===== config.mk =====
export PLATFORM = sky130hd
export DESIGN_NAME = enemy_spawn_scheduler_flat
export DESIGN_NICKNAME = d
export VERILOG_FILES = /design/src/rtl/enemy_spawn_scheduler_pkg.sv /design/src/rtl/enemy_spawn_scheduler_if.sv /design/src/rtl/enemy_spawn_scheduler_free_slot_finder.sv /design/src/rtl/enemy_spawn_scheduler.sv /design/src/flat_wrapper.sv
export SDC_FILE = /design/constraint.sdc
export NUM_CORES = 1
export LEC_CHECK = 0
export CORE_MARGIN = 2
export CORE_UTILIZATION = 52
export CTS_CLUSTER_DIAMETER = 30
export DETAILED_ROUTE_END_ITERATION = 10
export PLACE_DENSITY = 0.79
export SYNTH_ARGS = -nofsm -noshare
export SYNTH_HDL_FRONTEND = slang
export SYNTH_SLANG_ARGS = --single-unit

===== constraint.sdc =====
create_clock -name frame_clk -period 2.8 [get_ports frame_clk]
set_clock_uncertainty 0.1 [all_clocks]
set_input_delay 0.56 -clock frame_clk [delete_from_list [all_inputs] [get_ports frame_clk]]
set_output_delay 0.56 -clock frame_clk [all_outputs]
set_load 0.1 [all_outputs]

===== src/rtl/enemy_spawn_scheduler_pkg.sv =====
// Shared types for the enemy spawn scheduler: FSM state, enemy counter width and spawn-point index.
package battle_pkg;

  typedef enum logic [1:0] {IDLE, WAIT, REQUEST, DONE} spawn_state_t;

  localparam int ENEMY_CNT_W = 6;

  typedef logic [1:0] spawn_pt_t;

  // Rotating spawn-point successor, wrapping at the number of configured points.
  function automatic spawn_pt_t next_pt(input spawn_pt_t p, input int num_pts);
    if (int'(p) + 1 >= num_pts) return '0;
    return p + 2'd1;
  endfunction

endpackage


===== src/rtl/enemy_spawn_scheduler_if.sv =====
// Spawn request bus between the scheduler (master) and the tank/sprite datapath (slave).
interface enemy_spawn_scheduler_if #(
  parameter int SLOT_W = 2
) ();

  // Valid/ready: spawn_valid stays high with slot and point frozen until a cycle where
  // spawn_ready is also high; that cycle is the grant, and valid never drops before it.
  logic                  spawn_valid;
  logic                  spawn_ready;
  logic [SLOT_W-1:0]     spawn_slot;
  battle_pkg::spawn_pt_t spawn_point;

  modport master (
    output spawn_valid,
    output spawn_slot,
    output spawn_point,
    input  spawn_ready
  );

  modport slave (
    input  spawn_valid,
    input  spawn_slot,
    input  spawn_point,
    output spawn_ready
  );

endinterface


===== src/rtl/enemy_spawn_scheduler_free_slot_finder.sv =====
// Lowest-index clear-bit priority encoder over the active slot mask.
module free_slot_finder #(
  parameter  int N = 4,
  localparam int W = (N > 1) ? $clog2(N) : 1
) (
  input  logic [N-1:0] mask,
  output logic         found,
  output logic [W-1:0] index
);

  // Scan downward so the lowest clear bit is the last (winning) assignment.
  always_comb begin
    found = 1'b0;
    index = '0;
    for (int i = N - 1; i >= 0; i--) begin
      if (!mask[i]) begin
        found = 1'b1;
        index = W'(i);
      end
    end
  end

endmodule


===== src/rtl/enemy_spawn_scheduler.sv =====
// Enemy spawn sequencer: reserve/slot bookkeeping, delayed valid/ready spawn requests, kill counting.
// Optional macro SPAWN_BLOCK_EN adds spawn_blocked and skips occupied spawn points.
module enemy_spawn_scheduler
  import battle_pkg::*;
#(
  parameter  int MAX_ACTIVE    = 4,
  parameter  int TOTAL_ENEMIES = 20,
  parameter  int SPAWN_DELAY   = 60,
  parameter  int NUM_SPAWN_PTS = 3,
  localparam int SLOT_W        = $clog2(MAX_ACTIVE),
  localparam int CNT_W         = (SPAWN_DELAY > 1) ? $clog2(SPAWN_DELAY) : 1
) (
  input  logic                   frame_clk,
  input  logic                   Reset,
  input  logic                   start,
  input  logic                   run,
  input  logic                   kill,
  input  logic [SLOT_W-1:0]      kill_slot,
`ifdef SPAWN_BLOCK_EN
  input  logic [NUM_SPAWN_PTS-1:0] spawn_blocked,
`endif
  enemy_spawn_scheduler_if.master spawn_if,
  output logic [MAX_ACTIVE-1:0]  active_mask,
  output logic [ENEMY_CNT_W-1:0] enemies_left,
  output logic                   all_cleared,
  output spawn_state_t           dbg_state
);

  localparam logic [CNT_W-1:0]       CNT_MAX   = CNT_W'(SPAWN_DELAY - 1);
  localparam logic [ENEMY_CNT_W-1:0] ENEMY_TOT = ENEMY_CNT_W'(TOTAL_ENEMIES);

  spawn_state_t           state_q, state_d;
  logic [CNT_W-1:0]       cnt_q, cnt_d;
  logic [ENEMY_CNT_W-1:0] reserve_q, reserve_d;
  logic [ENEMY_CNT_W-1:0] enemies_left_q, enemies_left_d;
  logic [MAX_ACTIVE-1:0]  active_mask_q, active_mask_d;
  spawn_pt_t              pt_idx_q, pt_idx_d;
  logic [SLOT_W-1:0]      spawn_slot_q, spawn_slot_d;
  spawn_pt_t              spawn_point_q, spawn_point_d;

  logic              free_found;
  logic [SLOT_W-1:0] free_idx;
  logic              sel_found;
  spawn_pt_t         sel_pt;
  logic              grant, kill_hit, can_req;

  free_slot_finder #(.N(MAX_ACTIVE)) u_free_slot_finder (
    .mask  (active_mask_q),
    .found (free_found),
    .index (free_idx)
  );

`ifdef SPAWN_BLOCK_EN
  // First unblocked point at or after the rotating index, with wraparound.
  always_comb begin
    sel_found = 1'b0;
    sel_pt    = pt_idx_q;
    for (int k = NUM_SPAWN_PTS - 1; k >= 0; k--) begin
      if (!spawn_blocked[(int'(pt_idx_q) + k) % NUM_SPAWN_PTS]) begin
        sel_found = 1'b1;
        sel_pt    = spawn_pt_t'((int'(pt_idx_q) + k) % NUM_SPAWN_PTS);
      end
    end
  end
`else
  assign sel_found = 1'b1;
  assign sel_pt    = pt_idx_q;
`endif

  assign grant    = (state_q == REQUEST) && spawn_if.spawn_ready;
  assign kill_hit = kill && ((state_q == WAIT) || (state_q == REQUEST)) &&
                    active_mask_q[kill_slot];
  assign can_req  = (state_q == WAIT) && run && (cnt_q == CNT_MAX) &&
                    (reserve_q != '0) && free_found && sel_found;

  always_ff @(posedge frame_clk) begin
    if (Reset) begin
      state_q        <= IDLE;
      cnt_q          <= '0;
      reserve_q      <= '0;
      enemies_left_q <= '0;
      active_mask_q  <= '0;
      pt_idx_q       <= '0;
      spawn_slot_q   <= '0;
      spawn_point_q  <= '0;
    end else begin
      state_q        <= state_d;
      cnt_q          <= cnt_d;
      reserve_q      <= reserve_d;
      enemies_left_q <= enemies_left_d;
      active_mask_q  <= active_mask_d;
      pt_idx_q       <= pt_idx_d;
      spawn_slot_q   <= spawn_slot_d;
      spawn_point_q  <= spawn_point_d;
    end
  end

  // A kill only ever hits an occupied slot, so the count cannot already be zero.
  always_ff @(posedge frame_clk) begin
    if (!Reset && !start && kill_hit) begin
      assert (enemies_left_q != '0);
    end
  end

  always_comb begin
    state_d = state_q;
    if (start) begin
      state_d = WAIT;
    end else begin
      case (state_q)
        WAIT: begin
          if (enemies_left_d == '0) state_d = DONE;
          else if (can_req)         state_d = REQUEST;
        end
        REQUEST: begin
          if (enemies_left_d == '0) state_d = DONE;
          else if (grant)           state_d = WAIT;
        end
        IDLE, DONE: state_d = state_q;
        default:    state_d = IDLE;
      endcase
    end
  end

  always_comb begin
    cnt_d          = cnt_q;
    reserve_d      = reserve_q;
    enemies_left_d = enemies_left_q;
    active_mask_d  = active_mask_q;
    pt_idx_d       = pt_idx_q;
    spawn_slot_d   = spawn_slot_q;
    spawn_point_d  = spawn_point_q;
    if (start) begin
      cnt_d          = '0;
      reserve_d      = ENEMY_TOT;
      enemies_left_d = ENEMY_TOT;
      active_mask_d  = '0;
      pt_idx_d       = '0;
      spawn_slot_d   = '0;
      spawn_point_d  = '0;
    end else begin
      if ((state_q == WAIT) && run && (cnt_q != CNT_MAX)) cnt_d = cnt_q + 1'b1;
      if (can_req) begin
        spawn_slot_d  = free_idx;
        spawn_point_d = sel_pt;
      end
      // Grant and kill never target the same slot: the grant slot was clear when chosen.
      if (grant) begin
        active_mask_d[spawn_slot_q] = 1'b1;
        reserve_d                   = reserve_q - 1'b1;
        pt_idx_d                    = next_pt(spawn_point_q, NUM_SPAWN_PTS);
        cnt_d                       = '0;
      end
      if (kill_hit) begin
        active_mask_d[kill_slot] = 1'b0;
        enemies_left_d           = enemies_left_q - 1'b1;
      end
    end
  end

  always_comb begin
    spawn_if.spawn_valid = (state_q == REQUEST);
    spawn_if.spawn_slot  = spawn_slot_q;
    spawn_if.spawn_point = spawn_point_q;
    active_mask          = active_mask_q;
    enemies_left         = enemies_left_q;
    all_cleared          = (state_q == DONE);
    dbg_state            = state_q;
  end

endmodule


===== src/flat_wrapper.sv =====
// flat-port wrapper written by rule: the top's interface ports become plain ports
module enemy_spawn_scheduler_flat import battle_pkg::*;
#(
  parameter  int MAX_ACTIVE    = 4,
  parameter  int TOTAL_ENEMIES = 20,
  parameter  int SPAWN_DELAY   = 60,
  parameter  int NUM_SPAWN_PTS = 3,
  localparam int SLOT_W        = $clog2(MAX_ACTIVE),
  localparam int CNT_W         = (SPAWN_DELAY > 1) ? $clog2(SPAWN_DELAY) : 1
)
  (frame_clk, Reset, start, run, kill, kill_slot, active_mask, enemies_left, all_cleared, dbg_state, spawn_if_spawn_valid, spawn_if_spawn_slot, spawn_if_spawn_point, spawn_if_spawn_ready);
  enemy_spawn_scheduler_if #(.SLOT_W(2)) spawn_if_i ();
  input  logic frame_clk;
  input  logic Reset;
  input  logic start;
  input  logic run;
  input  logic kill;
  input  logic [SLOT_W-1:0] kill_slot;
  output logic [MAX_ACTIVE-1:0] active_mask;
  output logic [ENEMY_CNT_W-1:0] enemies_left;
  output logic all_cleared;
  output spawn_state_t dbg_state;
  output wire logic [$bits(spawn_if_i.spawn_valid)-1:0] spawn_if_spawn_valid;
  output wire logic [$bits(spawn_if_i.spawn_slot)-1:0] spawn_if_spawn_slot;
  output wire logic [$bits(spawn_if_i.spawn_point)-1:0] spawn_if_spawn_point;
  input wire logic [$bits(spawn_if_i.spawn_ready)-1:0] spawn_if_spawn_ready;
  assign spawn_if_spawn_valid = spawn_if_i.spawn_valid;
  assign spawn_if_spawn_slot = spawn_if_i.spawn_slot;
  assign spawn_if_spawn_point = spawn_if_i.spawn_point;
  assign spawn_if_i.spawn_ready = spawn_if_spawn_ready;
  enemy_spawn_scheduler #(.MAX_ACTIVE(MAX_ACTIVE), .TOTAL_ENEMIES(TOTAL_ENEMIES), .SPAWN_DELAY(SPAWN_DELAY), .NUM_SPAWN_PTS(NUM_SPAWN_PTS)) u_core (.frame_clk(frame_clk), .Reset(Reset), .start(start), .run(run), .kill(kill), .kill_slot(kill_slot), .spawn_if(spawn_if_i), .active_mask(active_mask), .enemies_left(enemies_left), .all_cleared(all_cleared), .dbg_state(dbg_state));
endmodule

==> results by group <==
Synth
  • Seq/Total Area, Yosys: 39.44%
  • Syn Nets: 190
  • Synth unique cells: 42
  • EDFF count, synth: 0
  • Dominant synthesized flop cell: dfxtp_1
  • Syn. warnings: 0
  • Register bit total from synthesis: 30
  • FFs w/ async S/R, synth: 0%
  • Avg Cell Area, Syn: 8.652 sq um
  • Synth Instances: 176
  • Post-synth top area share: 39.44%
  • Top post-synthesis cells by area: dfxtp_1, nor2_1, ha_1
  • Top cell type by total area after synthesis: dfxtp_1
  • Mapped Area: 0.001523 sq mm

Final layout
  • Fin area: 0.001809 sq mm
  • Synth-to-Final Area Change: 18.82%
  • Fin nets: 219
  • Commonest cells after routing, fill and taps aside: dfxtp_1, nor2_1, buf_4
  • Finished Layout Cells: 236
  • Fraction of layout cells with a size suffix above 1: 18.05%
  • N_diodes: 0
  • Commonest non-fill, non-tap cell in the layout: dfxtp_1

Pwr
  • PwrDens: 480.6 mW/mm^2
  • Static Leakage: 0.0006480 uW
  • Sw power: 271.8 uW
  • Worst VDD drop: 0.4365 mV
  • Internal power: 597.6 uW
  • Switching Fraction: 31.26%
  • Logic pwr share: 22.3%
  • Clock power frac: 25.9%
  • Flop pwr share: 51.8%

Routing
  • DRT Wirelength: 3.049 mm
  • Max layer used: met4
  • Vias per cell: 5.614
  • DR WL met2: 1.550 mm
  • Met3 layer wire length in the routed design: 136 um
  • Residual DRC count: 0
  • Per-cell routed wire length: 12.92 um
  • Vias: 1325
  • Drt pass-1 iters: 4
  • Metal-1 WL: 1.316 mm
  • Final ANT Viol Nets: 0
  • Drt initial violations: 41

Clocking
  • Worst-path clk slew: 80 ps
  • Clock Path Buffers: 2
  • CTS Hold Bufs: 0
  • Root Driver: clkbuf_4
  • H-tree depth: 2
  • CTS Buf Count: 5
  • Post-CTS Setup Inserts: 0
  • PostCTS Resize Cnt: 0
  • CTS tree: built
  • Worst skew pair latency: 320 ps
  • CTS Sinks: 30

Global routing
  • Largest net degree at the start of global routing: 19
  • GR Util All Layers: 21.16%
  • First-pass GRT wire length: 5.402 mm
  • GRT Residual Overflow: 0
  • Vias in the first global route: 1240
  • Initial antenna violation count: 0

Place
  • RD Place Congestion: 0.8413
  • Cells after DPL: 229
  • Dpl ws: 239.6 ps
  • Post-DP Area: 0.001764 sq mm
  • PortBufs: 25
  • Hpwl dp: 2.339 mm

Timing
  • Setup tns final: 0 ps
  • Max-slew headroom: 49.06%
  • RSZ-0062 raised after global routing: no
  • WHS: 401.2 ps
  • Worst setup margin: 468.5 ps
  • Fin crit share: 83.27%
  • Tmin final: 2331 ps
  • Measured slew at the worst slew-check pin: 757.2 ps
  • Fin. Hold Viols: 0
  • Final setup violation count: 0
  • Final Max Tran Viols: 0
  • Highest clock rate: 428.9 MHz

Setup path
  • Slowest Stage Delay on Critical Path: 440 ps
  • Worst r2r src: u_core.dbg_state[0]
  • CP max stage cell: or3b_4
  • Crit path kind: flip-flop to flip-flop
  • Reg2reg path depth: 7
  • Crit path launch type: flip-flop
  • CP Capture Type: flip-flop
  • Critical Path AT: 2470 ps
  • CP max FO: 9
  • WP data required: 2940 ps
  • Critical Path, Cell by Cell: inv_1, ha_2, or3b_4, o22ai_4, mux2i_1, o211ai_2, a221oi_2
  • Reg2reg setup slack: 470 ps
  • Worst R2R End: u_core.dbg_state[1]

Run
  • Max Cap Viol: 0

Die
  • Core area: 0.002758 sq mm
  • Number of core rows: 19
  • Die footprint: 0.003377 sq mm
  • IO Pins: 26
  • Initial core utilization: 55.22%
  • Die H: 58.12 um
  • Horiz. Die Dim: 58.12 um

Worst hold path
  • HP Class: flip-flop to flip-flop
  • Hold Path Sink: u_core.pt_idx_q[0]
  • Hold depth: 2
  • Worst Hold Launch: u_core.pt_idx_q[0]

Status
  • Status: complete, no violations
## synth_stat cells, types with 3 or more instances
library cell	number
dfxtp_1	30
nor2_1	26
nand2_1	15
a21oi_1	13
inv_1	8
xor2_1	8
ha_1	6
mux2i_1	6
xnor2_1	6
nor3_1	5
o21ai_0	5
nand3_1	4
nand4_1	4
a211oi_1	3
clkbuf_1	3
nor3b_1	3
## registers in the layout, indices dropped and copies added, names as in the netlist
register                     flops
u_core.spawn_if.spawn_point      2
u_core.active_mask               4
u_core.reserve_q                 6
u_core.pt_idx_q                  2
u_core.spawn_if.spawn_slot       2
u_core.dbg_state                 2
u_core.enemies_left              6
u_core.cnt_q                     6
## power groups by stage
stage               registers [uW]  clock network [uW]  logic, uW
floorplan                      506                   0        104
CTS                            451                 233        194
global placement               460                   0        191
global route                   453                 252        211
finish                         451                 225        194
detailed placement             461                   0        193
## metal layers
metal	GRT usage [%]	up-vias
li1	-	683
met1	25.07	607
met2	34.74	27
met3	7.589	8
met4	8.638	0
met5	0	-
## per-stage QoR
step                      total power, uW  utilization [%]
after detailed placement            654.0            63.97
after CTS                           877.5            65.61
final                               869.4            65.61
after global routing                915.4            65.61
after floorplan                     609.8                -
after global placement              651.2            63.97
## worst max-delay path, delay by kind of cell, from the launching register on
family,cells,cell delay (ps)
and+or+nand+nor,1,440
muxes,1,260
buffers and inverters,1,70
DFF,1,370
adders and majority gates,1,340
AOI/OAI and AO/OA,3,670
## how the worst max path moves through the flow
stage                              from                   to  slack [ps]  cells after the start
floorplan           u_core.dbg_state[0]  u_core.dbg_state[1]         230                      7
global placement                   kill  u_core.dbg_state[1]         290                      6
detailed placement                 kill  u_core.dbg_state[1]         240                      6
CTS                 u_core.dbg_state[0]  u_core.dbg_state[1]         470                      7
global route        u_core.dbg_state[0]  u_core.dbg_state[1]         350                      7
finish              u_core.dbg_state[0]  u_core.dbg_state[1]         470                      7
## kinds of logic (layout without fill, tap and decap cells)
family | Yosys count | count (layout) | share of synthesized area [%]
AO/OA/AOI/OAI | 32 | 32 | 14.54
flip-flops | 30 | 30 | 39.44
XOR/XNOR | 14 | 14 | 8.053
multiplexers | 6 | 6 | 3.944
buffers and inverters | 12 | 41 | 2.958
AND/OR/NAND/NOR | 76 | 76 | 26.13
adder cells (fa/ha/maj) | 6 | 6 | 4.930
## final cells by class
cell class / instances / area (sq um)
Multi-Input combinational cell: 134 / 879.6
Sequential cell: 30 / 603.1
Tap cell: 31 / 38.79
Clock buffer: 7 / 45.04
Timing Repair Buffer: 26 / 212.7
Fill cell: 240 / 948.4
Inverter: 8 / 30.03
No activity file was read; power rests on OpenSTA's default activity.
